===== src/rtl/mem_access_if.sv =====
// Request/response and memory-side signals of the load/store unit.
// The unit is the slave on the request side and drives the memory port.
interface mem_access_if;
   logic        req;
   logic [31:0] addr;
   logic        wr;
   logic        b_e;
   logic        h_e;
   logic        w_e;
   logic [7:0]  b_in;
   logic [15:0] h_in;
   logic [31:0] w_in;
   logic [31:0] rdata;
   logic        busy;
   logic        done;
   logic        err;
   logic [29:0] mem_addr;
   logic        mem_re;
   logic        mem_we;
   logic [31:0] mem_wdata;
   logic [31:0] mem_rdata;

   // Handshake: req is sampled only while busy=0; the request completes with a
   // single-cycle done pulse (with err=1 when the request was rejected).
   modport slave (
      input  req, addr, wr, b_e, h_e, w_e, b_in, h_in, w_in, mem_rdata,
      output rdata, busy, done, err, mem_addr, mem_re, mem_we, mem_wdata
   );

   modport master (
      output req, addr, wr, b_e, h_e, w_e, b_in, h_in, w_in, mem_rdata,
      input  rdata, busy, done, err, mem_addr, mem_re, mem_we, mem_wdata
   );
endinterface


===== src/rtl/mem_access_unit.sv =====
// Load/store unit in front of a word-wide memory with one-cycle read latency.
// Byte and half stores are performed as a read-modify-write of the containing word.
module mem_access_unit (
   input  logic        clk,
   input  logic        rst,
   mem_access_if.slave bus,
   output logic [2:0]  dbg_state
);
   typedef enum logic [2:0] {
      IDLE  = 3'd0,
      RD    = 3'd1,
      RWAIT = 3'd2,
      WR    = 3'd3,
      DONE  = 3'd4,
      ERR   = 3'd5
   } state_t;

   state_t      state, state_next;
   logic [31:0] addr_q;
   logic        wr_q;
   logic        is_w_q;
   logic        is_h_q;
   logic [7:0]  b_q;
   logic [15:0] h_q;
   logic [31:0] w_q;
   logic [31:0] word_q;
   logic [31:0] rdata_q;

   logic [2:0]  sel_in;
   logic        sel_onehot;
   logic        aligned;
   logic        req_ok;
   logic [4:0]  byte_sh;
   logic [4:0]  half_sh;
   logic [31:0] merged;

   assign sel_in     = {bus.w_e, bus.h_e, bus.b_e};
   assign sel_onehot = (sel_in == 3'b001) || (sel_in == 3'b010) || (sel_in == 3'b100);
   assign aligned    = !(bus.h_e && bus.addr[0]) && !(bus.w_e && (bus.addr[1:0] != 2'b00));
   assign req_ok     = sel_onehot && aligned;

   assign byte_sh = {addr_q[1:0], 3'b000};
   assign half_sh = {addr_q[1], 4'b0000};

   // Store word: full replacement, or the captured word with one lane patched.
   always_comb begin
      merged = word_q;
      if (is_w_q) begin
         merged = w_q;
      end else if (is_h_q) begin
         merged = (word_q & ~(32'h0000_FFFF << half_sh)) | ({16'd0, h_q} << half_sh);
      end else begin
         merged = (word_q & ~(32'h0000_00FF << byte_sh)) | ({24'd0, b_q} << byte_sh);
      end
   end

   always_ff @(posedge clk) begin
      if (rst) begin
         state  <= IDLE;
         addr_q <= '0;
         wr_q   <= 1'b0;
         is_w_q <= 1'b0;
         is_h_q <= 1'b0;
         b_q    <= '0;
         h_q    <= '0;
         w_q    <= '0;
         word_q <= '0;
         rdata_q <= '0;
      end else begin
         state <= state_next;
         if (state == IDLE && bus.req) begin
            addr_q <= bus.addr;
            wr_q   <= bus.wr;
            is_w_q <= bus.w_e;
            is_h_q <= bus.h_e;
            b_q    <= bus.b_in;
            h_q    <= bus.h_in;
            w_q    <= bus.w_in;
         end
         if (state == RWAIT) begin
            word_q <= bus.mem_rdata;
            if (!wr_q) begin
               rdata_q <= bus.mem_rdata >> byte_sh;
            end
         end
      end
   end

   always_comb begin
      state_next    = state;
      bus.busy      = 1'b1;
      bus.done      = 1'b0;
      bus.err       = 1'b0;
      bus.mem_re    = 1'b0;
      bus.mem_we    = 1'b0;
      bus.mem_addr  = '0;
      bus.mem_wdata = '0;
      case (state)
         IDLE: begin
            bus.busy = 1'b0;
            if (bus.req) begin
               if (!req_ok)                  state_next = ERR;
               else if (bus.wr && bus.w_e)   state_next = WR;
               else                          state_next = RD;
            end
         end
         RD: begin
            bus.mem_re   = 1'b1;
            bus.mem_addr = addr_q[31:2];
            state_next   = RWAIT;
         end
         RWAIT: begin
            bus.mem_addr = addr_q[31:2];
            state_next   = wr_q ? WR : DONE;
         end
         WR: begin
            bus.mem_we    = 1'b1;
            bus.mem_addr  = addr_q[31:2];
            bus.mem_wdata = merged;
            state_next    = DONE;
         end
         DONE: begin
            bus.done   = 1'b1;
            state_next = IDLE;
         end
         ERR: begin
            bus.done   = 1'b1;
            bus.err    = 1'b1;
            state_next = IDLE;
         end
         default: state_next = IDLE;
      endcase
   end

   assign bus.rdata = rdata_q;
   assign dbg_state = state;
endmodule


===== src/flat_wrapper.sv =====
// flat-port wrapper written by rule: the top's interface ports become plain ports
module mem_access_unit_flat 
  (clk, rst, dbg_state, bus_req, bus_addr, bus_wr, bus_b_e, bus_h_e, bus_w_e, bus_b_in, bus_h_in, bus_w_in, bus_mem_rdata, bus_rdata, bus_busy, bus_done, bus_err, bus_mem_addr, bus_mem_re, bus_mem_we, bus_mem_wdata);
  mem_access_if bus_i ();
  input  logic clk;
  input  logic rst;
  output logic [2:0] dbg_state;
  input wire logic [$bits(bus_i.req)-1:0] bus_req;
  input wire logic [$bits(bus_i.addr)-1:0] bus_addr;
  input wire logic [$bits(bus_i.wr)-1:0] bus_wr;
  input wire logic [$bits(bus_i.b_e)-1:0] bus_b_e;
  input wire logic [$bits(bus_i.h_e)-1:0] bus_h_e;
  input wire logic [$bits(bus_i.w_e)-1:0] bus_w_e;
  input wire logic [$bits(bus_i.b_in)-1:0] bus_b_in;
  input wire logic [$bits(bus_i.h_in)-1:0] bus_h_in;
  input wire logic [$bits(bus_i.w_in)-1:0] bus_w_in;
  input wire logic [$bits(bus_i.mem_rdata)-1:0] bus_mem_rdata;
  output wire logic [$bits(bus_i.rdata)-1:0] bus_rdata;
  output wire logic [$bits(bus_i.busy)-1:0] bus_busy;
  output wire logic [$bits(bus_i.done)-1:0] bus_done;
  output wire logic [$bits(bus_i.err)-1:0] bus_err;
  output wire logic [$bits(bus_i.mem_addr)-1:0] bus_mem_addr;
  output wire logic [$bits(bus_i.mem_re)-1:0] bus_mem_re;
  output wire logic [$bits(bus_i.mem_we)-1:0] bus_mem_we;
  output wire logic [$bits(bus_i.mem_wdata)-1:0] bus_mem_wdata;
  assign bus_i.req = bus_req;
  assign bus_i.addr = bus_addr;
  assign bus_i.wr = bus_wr;
  assign bus_i.b_e = bus_b_e;
  assign bus_i.h_e = bus_h_e;
  assign bus_i.w_e = bus_w_e;
  assign bus_i.b_in = bus_b_in;
  assign bus_i.h_in = bus_h_in;
  assign bus_i.w_in = bus_w_in;
  assign bus_i.mem_rdata = bus_mem_rdata;
  assign bus_rdata = bus_i.rdata;
  assign bus_busy = bus_i.busy;
  assign bus_done = bus_i.done;
  assign bus_err = bus_i.err;
  assign bus_mem_addr = bus_i.mem_addr;
  assign bus_mem_re = bus_i.mem_re;
  assign bus_mem_we = bus_i.mem_we;
  assign bus_mem_wdata = bus_i.mem_wdata;
  mem_access_unit u_core (.clk(clk), .rst(rst), .bus(bus_i), .dbg_state(dbg_state));
endmodule

===== config.mk =====
export PLATFORM = sky130hd
export DESIGN_NAME = mem_access_unit_flat
export DESIGN_NICKNAME = d
export VERILOG_FILES = /design/src/rtl/mem_access_if.sv /design/src/rtl/mem_access_unit.sv /design/src/flat_wrapper.sv
export SDC_FILE = /design/constraint.sdc
export NUM_CORES = 1
export LEC_CHECK = 0
export CELL_PAD_IN_SITES_DETAIL_PLACEMENT = 0
export CELL_PAD_IN_SITES_GLOBAL_PLACEMENT = 1
export CORE_ASPECT_RATIO = 1.1
export CORE_UTILIZATION = 37
export CTS_BUF_LIST = sky130_fd_sc_hd__clkbuf_4 sky130_fd_sc_hd__clkbuf_8
export CTS_CLUSTER_DIAMETER = 100
export DETAILED_ROUTE_END_ITERATION = 6
export PLACE_DENSITY = 0.86
export SLEW_MARGIN = 20
export SYNTH_ARGS = -nofsm -noshare
export SYNTH_HDL_FRONTEND = slang
export SYNTH_SLANG_ARGS = --single-unit

===== constraint.sdc =====
create_clock -name clk -period 3.8 [get_ports clk]
set_clock_uncertainty 0.1 [all_clocks]
set_input_delay 0.38 -clock clk [delete_from_list [all_inputs] [get_ports clk]]
set_output_delay 0.38 -clock clk [all_outputs]
set_load 0.05 [all_outputs]

==> reports/metrics.json, run 1 <==
{
  "finalWirelength_um": 24100,
  "min_delay_worst_type": "reg2reg",
  "io_buffer_count": 228,
  "grt_antenna_before_repair": 2,
  "total_die_area_um2": 20600,
  "first_pass_grt_wire_length_um": 36400,
  "critical_path_arrival_ns": 3.18,
  "ctsRootBufferMaster": "sky130_fd_sc_hd__clkbuf_8",
  "largest_cells_by_area_after_synthesis": "sky130_fd_sc_hd__dfxtp_1 43%, sky130_fd_sc_hd__nand2_1 15%, sky130_fd_sc_hd__a21oi_1 12%, sky130_fd_sc_hd__and2_1 3.2%, sky130_fd_sc_hd__clkbuf_1 2.6%",
  "clock_tree.buffer_depth": 2,
  "synth_top_family_by_area": "simple AND/OR/NAND/NOR gates",
  "timing.final.crit_period_ns": 3.66,
  "yosys_warnings": 0,
  "grt_start_max_net_pins": 92,
  "count_of_endpoints_failing_setup_in_the_final_report": 0,
  "area.growth.synth_to_final_pct": 37.4,
  "detail_route.first_pass.iterations": 5,
  "final_common_cell": "sky130_fd_sc_hd__nand2_1",
  "critical_path_startpoint_category": "register",
  "gp_congestion": 0.844,
  "detailed_place_hpwl_um": 17000,
  "seqCellArea_um2": 3170,
  "cts-buffers-inserted": 17,
  "hold_violations": 0,
  "ioPinCount": 229,
  "netlist.area_leader.share_pct": 42.7,
  "cts-hold-fix-buffers": 0,
  "worst_path_largest_cell_delay_ns": 0.72,
  "vdd.ir_drop.worst_uv": 224,
  "dieHeight_um": 150,
  "cts.sink_count": 158,
  "clk_transition_reported_paths_ns": 0.07,
  "num_rows": 53,
  "power_per_standard_cell_area_nw_per_um2": 420,
  "globalRouteTotalUtil_pct": 23.4,
  "timing.setup.critical_path_class": "reg2out",
  "layout.core_utilization_pct": 52.6,
  "worst_relative_slew_slack_pct": 31.3,
  "post-place-ws_ns": 0.648,
  "fill_cells": 1915,
  "via_count": 7227,
  "remaining_drc_errors": 0,
  "syn_area_um2": 7420,
  "timing.critical_path.cells": "nor2b_1 > nand2_1 > buf_4 > clkinv_1 > o311a_1 > clkdlybuf4s50_1",
  "yosys_register_bits": 158,
  "die-width_um": 137,
  "synth.mux.area_fraction_pct": 4.74,
  "synthXorXnorAreaFrac_pct": 0,
  "cp_top_family": "buffers and inverters",
  "synthDistinctLibCells": 40,
  "total_leakage_power_uw": 0.00358,
  "setup_ws_ns": 0.138,
  "grt_setup_unrepaired": "false",
  "fin_tns_setup_ns": 0,
  "synth-simple-area-share_pct": 25.0,
  "start_util_pct": 38.3,
  "multi_input_area_um2": 3850,
  "maxSlewViolCount": 0,
  "cp.buffers_inverters": 3,
  "netlist.top_cell.by_area": "sky130_fd_sc_hd__dfxtp_1",
  "cts-htree-levels": 4,
  "clk-insertion-delay-late_ns": 0.45,
  "critical_path.slowest_cell": "sky130_fd_sc_hd__clkdlybuf4s50_1",
  "resized_cells_post_cts": 0,
  "first_global_vias": 6540,
  "wire_per_inst_um": 17.3,
  "syn-mean-instance-area_um2": 7.74,
  "layout.cells.most_common_list": "288 x sky130_fd_sc_hd__nand2_1, 227 x sky130_fd_sc_hd__clkdlybuf4s50_1, 172 x sky130_fd_sc_hd__a21oi_1",
  "netlist_instances": 958,
  "adder_cell_fraction_of_synth_area_pct": 0,
  "layout-drive-gt1-share_pct": 6.28,
  "fin_crit_sh_pct": 96.4,
  "drt_iter0_drc": 498,
  "critical_path_required_ns": 3.32,
  "layout.nets": 1262,
  "tritoncts": "built",
  "timing.critical_path.to_type": "primary output",
  "drt_via_density": 5.18,
  "postCtsSetupBuffers": 0,
  "max_freq_ghz": 0.273,
  "run_status": "finished clean",
  "maxCapViolCount": 0,
  "core_area_um2": 19400,
  "compound_cell_area_share_of_the_yosys_netlist_pct": 21.8,
  "tightestPinTransition_ns": 1.03,
  "route.antenna.remaining_nets": 0,
  "portion_of_the_post_synthesis_area_used_by_sequential_elements_pct": 42.7,
  "synth_nets": 1085,
  "grt_overflow_total": 0,
  "maximum_fanout_count_along_the_critical_path": 17
}
[power by group]
group	leakage [uW]	switching (uW)	internal (uW)	total (uW)
Clock	0.000202	641	656	1300
Combinational	0.00208	631	424	1050
Sequential	0.00129	131	1800	1930
Total	0.00358	1400	2880	4280
[worst paths after layout]
kind                                                       start                          endpoint  slack, ns  cells after the start
worst min-delay path               u_core.addr_q[3]$_SDFFE_PP0P_     u_core.addr_q[3]$_SDFFE_PP0P_       0.35                      2
worst min register to register     u_core.addr_q[3]$_SDFFE_PP0P_     u_core.addr_q[3]$_SDFFE_PP0P_       0.35                      2
worst max register to register     u_core.addr_q[0]$_SDFFE_PP0P_  u_core.bus.rdata[8]$_SDFFE_PP0P_       1.59                      4
worst max-delay path            u_core.dbg_state[2]$_SDFFE_PP0P_                  bus_mem_wdata[5]       0.14                      6
[layer usage]
| layer | wire length [um] | GRT usage, % | vias up |
|---|---|---|---|
| li1 | - | - | 3600 |
| met3 | 1590 | 4.92 | 25 |
| met4 | 375 | 8.30 | 0 |
| met5 | 0 | 0 | - |
| met1 | 10800 | 32.0 | 3362 |
| met2 | 11300 | 36.1 | 240 |
[through the flow]
step                      area, um^2  total power, uW  instances  hold WS [ns]
after floorplan                 7420             2620        958         0.331
final                          10200             4280       1395         0.350
after CTS                      10200             4310       1393         0.327
after global placement          9780             3010       1362         0.337
after global routing           10200             4490       1395         0.347
after detailed placement        9790             3020       1363         0.342
[registers in the layout, summed over array words and instances, names as in the netlist]
name / count
u_core.is_w_q: 1
u_core.wr_q: 1
u_core.w_q: 32
u_core.bus.rdata: 32
u_core.h_q: 16
u_core.dbg_state: 3
u_core.word_q: 32
u_core.b_q: 8
u_core.is_h_q: 1
u_core.addr_q: 32
[kinds of logic (layout without fill, tap and decap cells)]
kind of cell / count (synthesis) / count (layout)
flops: 158 / 158
mux: 25 / 25
other cells: 0 / 2
simple gates: 407 / 407
buf+inv: 102 / 290
compound gates: 266 / 266
[tightest hold or removal path, stage by stage, from the launching register on]
cell                      delay [ns]
sky130_fd_sc_hd__dfxtp_1        0.31
sky130_fd_sc_hd__nand2_1        0.05
sky130_fd_sc_hd__a21oi_1        0.05
[layout make-up]
type,count,share of cell area (%)
Clock inverter,11,1.41
Multi-Input combinational cell,698,37.8
Sequential cell,158,31.1
Inverter,19,0.700
Tap cell,247,3.03
Antenna cell,2,0.0491
Timing Repair Buffer,241,23.5
Clock buffer,19,2.44
[synthesized netlist by cell type (all sizes together)]
master   count
mux4         8
a2111oi      1
or3b        10
buf         32
nand4        1
and2        38
and3b        8
o21a         8
o311a       16
a221oi      17
mux2         1
dfxtp      158
a2bb2oi      8
or4b         2
a21bo        1
inv         18
o21ai        9
a21boi      16
clkinv       1
or3          9
mux2i       16
a21oi      172
nor4b        2
a211oi       9
o21bai       9
nor2        12
nor3         3
nor4         1
nor3b        2
nand3        8
clkbuf      51
nand2      288
nand2b      19
nor2b        4
No activity file was read; power rests on OpenSTA's default activity.
==> run 2: changes to the inputs <==
CORE_UTILIZATION = 35   (was 37)
PLACE_DENSITY = 0.82   (was 0.86)
clock period = 4.2 ns   (was 3.8 ns; I/O delays follow)
==> reports/metrics.json, run 2 (synthesis results as in run 1) <==
{
  "drt_via_density": {"value": 5.15, "change": "was 5.18"},
  "cts-buffers-inserted": {"value": 17, "change": "unchanged"},
  "total_leakage_power": {"value": 0.00355, "unit": "uW", "change": "was 0.00358 uW"},
  "ff2ff_setup_slack": {"value": 2.02, "unit": "ns", "change": "was 1.59 ns"},
  "worst_path_largest_cell_delay": {"value": 0.88, "unit": "ns", "change": "was 0.72 ns"},
  "share_seq_of_total_power": {"value": 44.8, "unit": "%", "change": "was 45.0%"},
  "clockPowerShare": {"value": 31.3, "unit": "%", "change": "was 30.3%"},
  "netSwitchingPower": {"value": 1290, "unit": "uW", "change": "was 1400 uW"},
  "clock_tree.buffer_depth": {"value": 2, "change": "unchanged"},
  "fin_area": {"value": 10200, "unit": "um^2", "change": "about the same"},
  "remaining_drc_errors": {"value": 0, "change": "unchanged"},
  "power_frac_comb": {"value": 23.8, "unit": "%", "change": "was 24.7%"},
  "critical_path.slowest_cell": {"value": "sky130_fd_sc_hd__clkdlybuf4s50_1", "change": "unchanged"},
  "hold-path-cell-count": {"value": 2, "change": "unchanged"},
  "first_global_vias": {"value": 6821, "change": "was 6540"},
  "hold_path.startpoint": {"value": "u_core.addr_q[29]$_SDFFE_PP0P_", "change": "was u_core.addr_q[3]$_SDFFE_PP0P_"},
  "layout.cells.most_common_list": {"value": "288 x sky130_fd_sc_hd__nand2_1, 227 x sky130_fd_sc_hd__clkdlybuf4s50_1, 172 x sky130_fd_sc_hd__a21oi_1", "change": "unchanged"},
  "layout.nets": {"value": 1257, "change": "was 1262"},
  "ctsRootBufferMaster": {"value": "sky130_fd_sc_hd__clkbuf_8", "change": "unchanged"},
  "area.growth.synth_to_final": {"value": 37.7, "unit": "%", "change": "was 37.4%"},
  "finalWirelength": {"value": 24500, "unit": "um", "change": "was 24100 um"},
  "maxSlewViolCount": {"value": 0, "change": "unchanged"},
  "layout-drive-gt1-share": {"value": 6.04, "unit": "%", "change": "was 6.28%"},
  "timing.final.crit_period_ns": 3.85,
  "post-place-ws": {"value": 0.848, "unit": "ns", "change": "was 0.648 ns"},
  "vdd.ir_drop.worst": {"value": 226, "unit": "uV", "change": "was 224 uV"},
  "resized_cells_post_cts": {"value": 0, "change": "unchanged"},
  "setup_ws": {"value": 0.347, "unit": "ns", "change": "was 0.138 ns"},
  "detailed_place_hpwl": {"value": 17000, "unit": "um", "change": "about the same"},
  "cts.sink_count": {"value": 158, "change": "unchanged"},
  "clk_transition_reported_paths": {"value": 0.08, "unit": "ns", "change": "was 0.07 ns"},
  "cts-htree-levels": {"value": 4, "change": "unchanged"},
  "fin_tns_setup": {"value": 0, "unit": "ns", "change": "unchanged"},
  "timing.setup.critical_path_class": {"value": "reg2out", "change": "unchanged"},
  "io_buffer_count": {"value": 228, "change": "unchanged"},
  "start_util": {"value": 35.9, "unit": "%", "change": "was 38.3%"},
  "globalRouteTotalUtil": {"value": 22.8, "unit": "%", "change": "was 23.4%"},
  "swShare": {"value": 32.9, "unit": "%", "change": "was 32.8%"},
  "tritoncts": {"value": "built", "change": "unchanged"},
  "critical_path_startpoint_category": {"value": "register", "change": "unchanged"},
  "min_delay_worst_type": {"value": "reg2reg", "change": "unchanged"},
  "clk-insertion-delay-late": {"value": 0.46, "unit": "ns", "change": "was 0.45 ns"},
  "ff2ff_path_depth": {"value": 4, "change": "unchanged"},
  "num_rows": {"value": 55, "change": "was 53"},
  "via_count": {"value": 7214, "change": "was 7227"},
  "postCtsSetupBuffers": {"value": 0, "change": "unchanged"},
  "run_status": {"value": "finished clean", "change": "unchanged"},
  "worst_relative_slew_slack": {"value": 26.9, "unit": "%", "change": "was 31.3%"},
  "maxCapViolCount": {"value": 0, "change": "unchanged"},
  "critical_path_required": {"value": 3.68, "unit": "ns", "change": "was 3.32 ns"},
  "first_pass_grt_wire_length": {"value": 38100, "unit": "um", "change": "was 36400 um"},
  "tightestPinTransition": {"value": 1.10, "unit": "ns", "change": "was 1.03 ns"},
  "count_of_endpoints_failing_setup_in_the_final_report": {"value": 0, "change": "unchanged"},
  "hold_violations": {"value": 0, "change": "unchanged"},
  "worst_r2r_end": {"value": "u_core.bus.rdata[8]$_SDFFE_PP0P_", "change": "unchanged"},
  "grt_antenna_before_repair": {"value": 2, "change": "unchanged"},
  "internal_power": {"value": 2630, "unit": "uW", "change": "was 2880 uW"},
  "maximum_fanout_count_along_the_critical_path": {"value": 37, "change": "was 17"},
  "placed_area": {"value": 9780, "unit": "um^2", "change": "was 9790 um^2"},
  "cp_top_family": {"value": "compound AO/OA/AOI/OAI gates", "change": "was buffers and inverters"},
  "final_common_cell": {"value": "sky130_fd_sc_hd__nand2_1", "change": "unchanged"},
  "min_delay_worst_endpoint": {"value": "u_core.addr_q[29]$_SDFFE_PP0P_", "change": "was u_core.addr_q[3]$_SDFFE_PP0P_"},
  "grt_start_max_net_pins": {"value": 92, "change": "unchanged"},
  "power_per_standard_cell_area": {"value": 384, "unit": "nW/um^2", "change": "was 420 nW/um^2"},
  "cp.buffers_inverters": {"value": 1, "change": "was 3"},
  "cts-hold-fix-buffers": {"value": 0, "change": "unchanged"},
  "critical_path_arrival": {"value": 3.33, "unit": "ns", "change": "was 3.18 ns"},
  "gp_congestion": {"value": 0.832, "change": "was 0.844"},
  "rr_startpoint": {"value": "u_core.addr_q[0]$_SDFFE_PP0P_", "change": "unchanged"},
  "detail_route.first_pass.iterations": {"value": 5, "change": "unchanged"},
  "dieHeight": {"value": 155, "unit": "um", "change": "was 150 um"},
  "max_freq_ghz": 0.260,
  "core_area": {"value": 20600, "unit": "um^2", "change": "was 19400 um^2"},
  "timing.critical_path.to_type": {"value": "primary output", "change": "unchanged"},
  "die-width": {"value": 141, "unit": "um", "change": "was 137 um"},
  "wire_per_inst": {"value": 17.5, "unit": "um", "change": "was 17.3 um"},
  "timing.critical_path.cells": {"value": "o21ai_1 > a21oi_1 > a221oi_1 > clkdlybuf4s50_1", "change": "was nor2b_1 > nand2_1 > buf_4 > clkinv_1 > o311a_1 > clkdlybuf4s50_1"},
  "route.antenna.remaining_nets": {"value": 0, "change": "unchanged"},
  "drt_iter0_drc": {"value": 497, "change": "was 498"},
  "grt_overflow_total": {"value": 0, "change": "unchanged"},
  "ioPinCount": {"value": 229, "change": "unchanged"},
  "p_total": {"value": 3920, "unit": "uW", "change": "was 4280 uW"},
  "fin_crit_sh_pct": 91.7,
  "fin_worst_hold_slack": {"value": 0.351, "unit": "ns", "change": "was 0.350 ns"},
  "total_die_area": {"value": 21800, "unit": "um^2", "change": "was 20600 um^2"},
  "grt_setup_unrepaired": {"value": "false", "change": "unchanged"}
}
[run 2: changes by cell type in the layout (fill, tap and decap cells not counted), sizes merged]
| cell | change |
|---|---|
| clkinvlp | +6 |
| clkbuf | +1 |
| clkinv | -6 |
| inv | +1 |
| buf | -5 |
[run 2: per-layer routing]
metal	vias up	GRT usage, %	wire, um
met5	-	0	0
met4	0	7.92	421
met3	23	4.43	1630
met2	231	36.0	11300
met1	3363	30.9	11100
li1	3597	-	-
[run 2: worst reg2reg max path, delay by kind of cell (launching register included)]
| family | cells | cell delay (ns) |
|---|---|---|
| and+or+nand+nor | 1 | 0.57 |
| DFF | 1 | 0.55 |
| buffers and inverters | 1 | 0.44 |
| AOI/OAI and AO/OA | 2 | 0.44 |
[run 2: worst max path at each step]
stage	from	to	slack [ns]	cells after the start
2_1_floorplan	u_core.dbg_state[1]$_SDFFE_PP0P_	bus_mem_wdata[13]	0.97	5
3_3_place_gp	u_core.is_h_q$_SDFFE_PP0P_	bus_mem_wdata[24]	0.84	4
3_5_place_dp	u_core.is_h_q$_SDFFE_PP0P_	bus_mem_wdata[24]	0.85	4
4_1_cts	u_core.is_h_q$_SDFFE_PP0P_	bus_mem_wdata[24]	0.34	4
5_1_grt	u_core.is_h_q$_SDFFE_PP0P_	bus_mem_wdata[31]	0.12	4
6_report	u_core.is_h_q$_SDFFE_PP0P_	bus_mem_wdata[24]	0.35	4
[run 2: cell type report]
cell class	count	area [um^2]
fillers	2075	10400
multi-input cells	698	3850
flip-flops and latches	158	3170
repair buffers	236	2360
well taps	256	320
clock buffers	20	269
clock inverters	12	160
inverters	19	71.3
diodes	2	5.00
[run 2: power groups by stage]
stage,Sequential (uW),Clock (uW),Combinational [uW]
final,1760,1230,935
after CTS,1760,1260,950
after detailed placement,1790,0,947
after global placement,1790,0,941
after floorplan,1770,0,604
after global routing,1780,1320,1030
[run 2: stage by stage]
stage               util (%)  instances
floorplan                  -        958
global placement        47.4       1367
detailed placement      47.4       1367
CTS                     49.4       1399
global route            49.5       1400
finish                  49.5       1401
==> run 3: changes to the inputs <==
MAX_ROUTING_LAYER = met4   (was unset)
==> reports/metrics.json, run 3 (synthesis results as in run 1) <==
{
  "tritoncts": {"value": "built", "change": "unchanged"},
  "hold_violations": {"value": 0, "change": "unchanged"},
  "internal_power": {"value": 2630, "unit": "uW", "change": "about the same"},
  "io_buffer_count": {"value": 228, "change": "unchanged"},
  "swShare": {"value": 33.0, "unit": "%", "change": "was 32.9%"},
  "multi_input_area": {"value": 3850, "unit": "um^2", "change": "unchanged"},
  "timing.final.crit_period": {"value": 3.86, "unit": "ns", "change": "was 3.85 ns"},
  "critical_path_required": {"value": 3.68, "unit": "ns", "change": "about the same"},
  "globalRouteTotalUtil": {"value": 23.5, "unit": "%", "change": "was 22.8%"},
  "share_seq_of_total_power": {"value": 44.8, "unit": "%", "change": "about the same"},
  "total_leakage_power": {"value": 0.00355, "unit": "uW", "change": "unchanged"},
  "total_die_area": {"value": 21800, "unit": "um^2", "change": "unchanged"},
  "first_pass_grt_wire_length": {"value": 38100, "unit": "um", "change": "about the same"},
  "detail_route.first_pass.iterations": {"value": 5, "change": "unchanged"},
  "wire_per_inst": {"value": 17.5, "unit": "um", "change": "about the same"},
  "final_common_cell": {"value": "sky130_fd_sc_hd__nand2_1", "change": "unchanged"},
  "clockPowerShare": {"value": 31.4, "unit": "%", "change": "was 31.3%"},
  "grt_antenna_before_repair": {"value": 2, "change": "unchanged"},
  "postCtsSetupBuffers": {"value": 0, "change": "unchanged"},
  "layout.cells.most_common_list": {"value": "288 x sky130_fd_sc_hd__nand2_1, 227 x sky130_fd_sc_hd__clkdlybuf4s50_1, 172 x sky130_fd_sc_hd__a21oi_1", "change": "unchanged"},
  "post-place-ws": {"value": 0.848, "unit": "ns", "change": "unchanged"},
  "tightestPinTransition": {"value": 1.09, "unit": "ns", "change": "was 1.10 ns"},
  "start_util": {"value": 35.9, "unit": "%", "change": "unchanged"},
  "layout.core_utilization": {"value": 49.5, "unit": "%", "change": "unchanged"},
  "die-width": {"value": 141, "unit": "um", "change": "unchanged"},
  "cts-buffers-inserted": {"value": 17, "change": "unchanged"},
  "grt_overflow_total": {"value": 0, "change": "unchanged"},
  "ioPinCount": {"value": 229, "change": "unchanged"},
  "via_count": {"value": 7211, "change": "was 7214"},
  "layout.nets": {"value": 1257, "change": "unchanged"},
  "power_frac_comb": {"value": 23.9, "unit": "%", "change": "was 23.8%"},
  "ctsRootBufferMaster": {"value": "sky130_fd_sc_hd__clkbuf_8", "change": "unchanged"},
  "power_per_standard_cell_area": {"value": 385, "unit": "nW/um^2", "change": "was 384 nW/um^2"},
  "vdd.ir_drop.worst": {"value": 226, "unit": "uV", "change": "about the same"},
  "resized_cells_post_cts": {"value": 0, "change": "unchanged"},
  "critical_path_startpoint_category": {"value": "register", "change": "unchanged"},
  "layout-drive-gt1-share": {"value": 6.04, "unit": "%", "change": "unchanged"},
  "fin_crit_sh": {"value": 91.9, "unit": "%", "change": "was 91.7%"},
  "clk_transition_reported_paths": {"value": 0.08, "unit": "ns", "change": "about the same"},
  "clk-insertion-delay-late": {"value": 0.46, "unit": "ns", "change": "about the same"},
  "maxCapViolCount": {"value": 0, "change": "unchanged"},
  "route.antenna.remaining_nets": {"value": 0, "change": "unchanged"},
  "hold-path-cell-count": {"value": 2, "change": "unchanged"},
  "maximum_fanout_count_along_the_critical_path": {"value": 37, "change": "unchanged"},
  "clock_tree.buffer_depth": {"value": 2, "change": "unchanged"},
  "gp_congestion": {"value": 0.844, "change": "was 0.832"},
  "netSwitchingPower": {"value": 1290, "unit": "uW", "change": "about the same"},
  "cts-htree-levels": {"value": 4, "change": "unchanged"},
  "setup_ws": {"value": 0.339, "unit": "ns", "change": "was 0.347 ns"},
  "finalWirelength": {"value": 24500, "unit": "um", "change": "about the same"},
  "fill_cells": {"value": 2076, "change": "was 2075"},
  "count_of_endpoints_failing_setup_in_the_final_report": {"value": 0, "change": "unchanged"},
  "seqCellArea": {"value": 3170, "unit": "um^2", "change": "unchanged"},
  "detailed_place_hpwl": {"value": 17000, "unit": "um", "change": "unchanged"},
  "grt_start_max_net_pins": {"value": 92, "change": "unchanged"},
  "core_area": {"value": 20600, "unit": "um^2", "change": "unchanged"},
  "grt_setup_unrepaired": {"value": "false", "change": "unchanged"},
  "first_global_vias": {"value": 6802, "change": "was 6821"},
  "ff2ff_path_depth": {"value": 4, "change": "unchanged"},
  "area.growth.synth_to_final": {"value": 37.7, "unit": "%", "change": "unchanged"},
  "maxSlewViolCount": {"value": 0, "change": "unchanged"},
  "dieHeight": {"value": 155, "unit": "um", "change": "unchanged"},
  "min_delay_worst_type": {"value": "reg2reg", "change": "unchanged"},
  "drt_iter0_drc": {"value": 511, "change": "was 497"},
  "cts.sink_count": {"value": 158, "change": "unchanged"},
  "fin_tns_setup": {"value": 0, "unit": "ns", "change": "unchanged"},
  "run_status": {"value": "finished clean", "change": "unchanged"},
  "timing.setup.critical_path_class": {"value": "reg2out", "change": "unchanged"},
  "max_freq": {"value": 0.259, "unit": "GHz", "change": "was 0.260 GHz"},
  "cts-hold-fix-buffers": {"value": 0, "change": "unchanged"},
  "drt_via_density": {"value": 5.15, "change": "about the same"},
  "timing.critical_path.to_type": {"value": "primary output", "change": "unchanged"},
  "num_rows": {"value": 55, "change": "unchanged"},
  "critical_path_arrival": {"value": 3.34, "unit": "ns", "change": "was 3.33 ns"},
  "remaining_drc_errors": {"value": 0, "change": "unchanged"},
  "worst_relative_slew_slack": {"value": 27.4, "unit": "%", "change": "was 26.9%"}
}
==> run 3: final timing paths <==
kind	startpoint	end	slack, ns
max	u_core.is_h_q$_SDFFE_PP0P_	bus_mem_wdata[24]	0.34
min	u_core.addr_q[29]$_SDFFE_PP0P_	u_core.addr_q[29]$_SDFFE_PP0P_	0.35
max reg2reg	u_core.addr_q[0]$_SDFFE_PP0P_	u_core.bus.rdata[9]$_SDFFE_PP0P_	2.03
min reg2reg	u_core.addr_q[29]$_SDFFE_PP0P_	u_core.addr_q[29]$_SDFFE_PP0P_	0.35
==> run 3: area by class of cell <==
| cell class | count | area share [%] |
|---|---|---|
| inverters | 19 | 0.698 |
| flip-flops and latches | 158 | 31.0 |
| clock buffers | 20 | 2.63 |
| well taps | 256 | 3.14 |
| multi-input cells | 698 | 37.7 |
| repair buffers | 236 | 23.2 |
| clock inverters | 12 | 1.57 |
| diodes | 2 | 0.0490 |
==> run 3: power by group through the flow <==
stage,registers [uW],clock network [uW],logic (uW)
floorplan,1770,0,604
global placement,1790,0,941
detailed placement,1790,0,947
CTS,1760,1260,950
global route,1780,1320,1030
finish,1760,1230,937
==> run 3: through the flow <==
stage | hold slack, ns | cell area (um^2) | cells | power (uW)
after global routing | 0.368 | 10200 | 1401 | 4130
after detailed placement | 0.342 | 9780 | 1367 | 2740
after CTS | 0.354 | 10200 | 1399 | 3970
final | 0.351 | 10200 | 1401 | 3930
after floorplan | 0.331 | 7420 | 958 | 2370
after global placement | 0.337 | 9780 | 1367 | 2730
==> run 3: critical path: stages (launching register included) <==
cell                              delay, ns
sky130_fd_sc_hd__dfxtp_1               0.68
sky130_fd_sc_hd__o21ai_1               0.75
sky130_fd_sc_hd__a21oi_1               0.15
sky130_fd_sc_hd__a221oi_1              0.42
sky130_fd_sc_hd__clkdlybuf4s50_1       0.88
==> run 3: layer usage <==
| layer | share of wire (%) | routed length, um | track usage, % | vias up |
|---|---|---|---|---|
| met3 | 5.9 | 1440 | 3.96 | 23 |
| met5 | 0 | 0 | - | - |
| met1 | 46 | 11400 | 31.4 | 3384 |
| met2 | 46 | 11300 | 35.9 | 211 |
| li1 | - | - | - | 3593 |
| met4 | 1.7 | 412 | 7.76 | 0 |
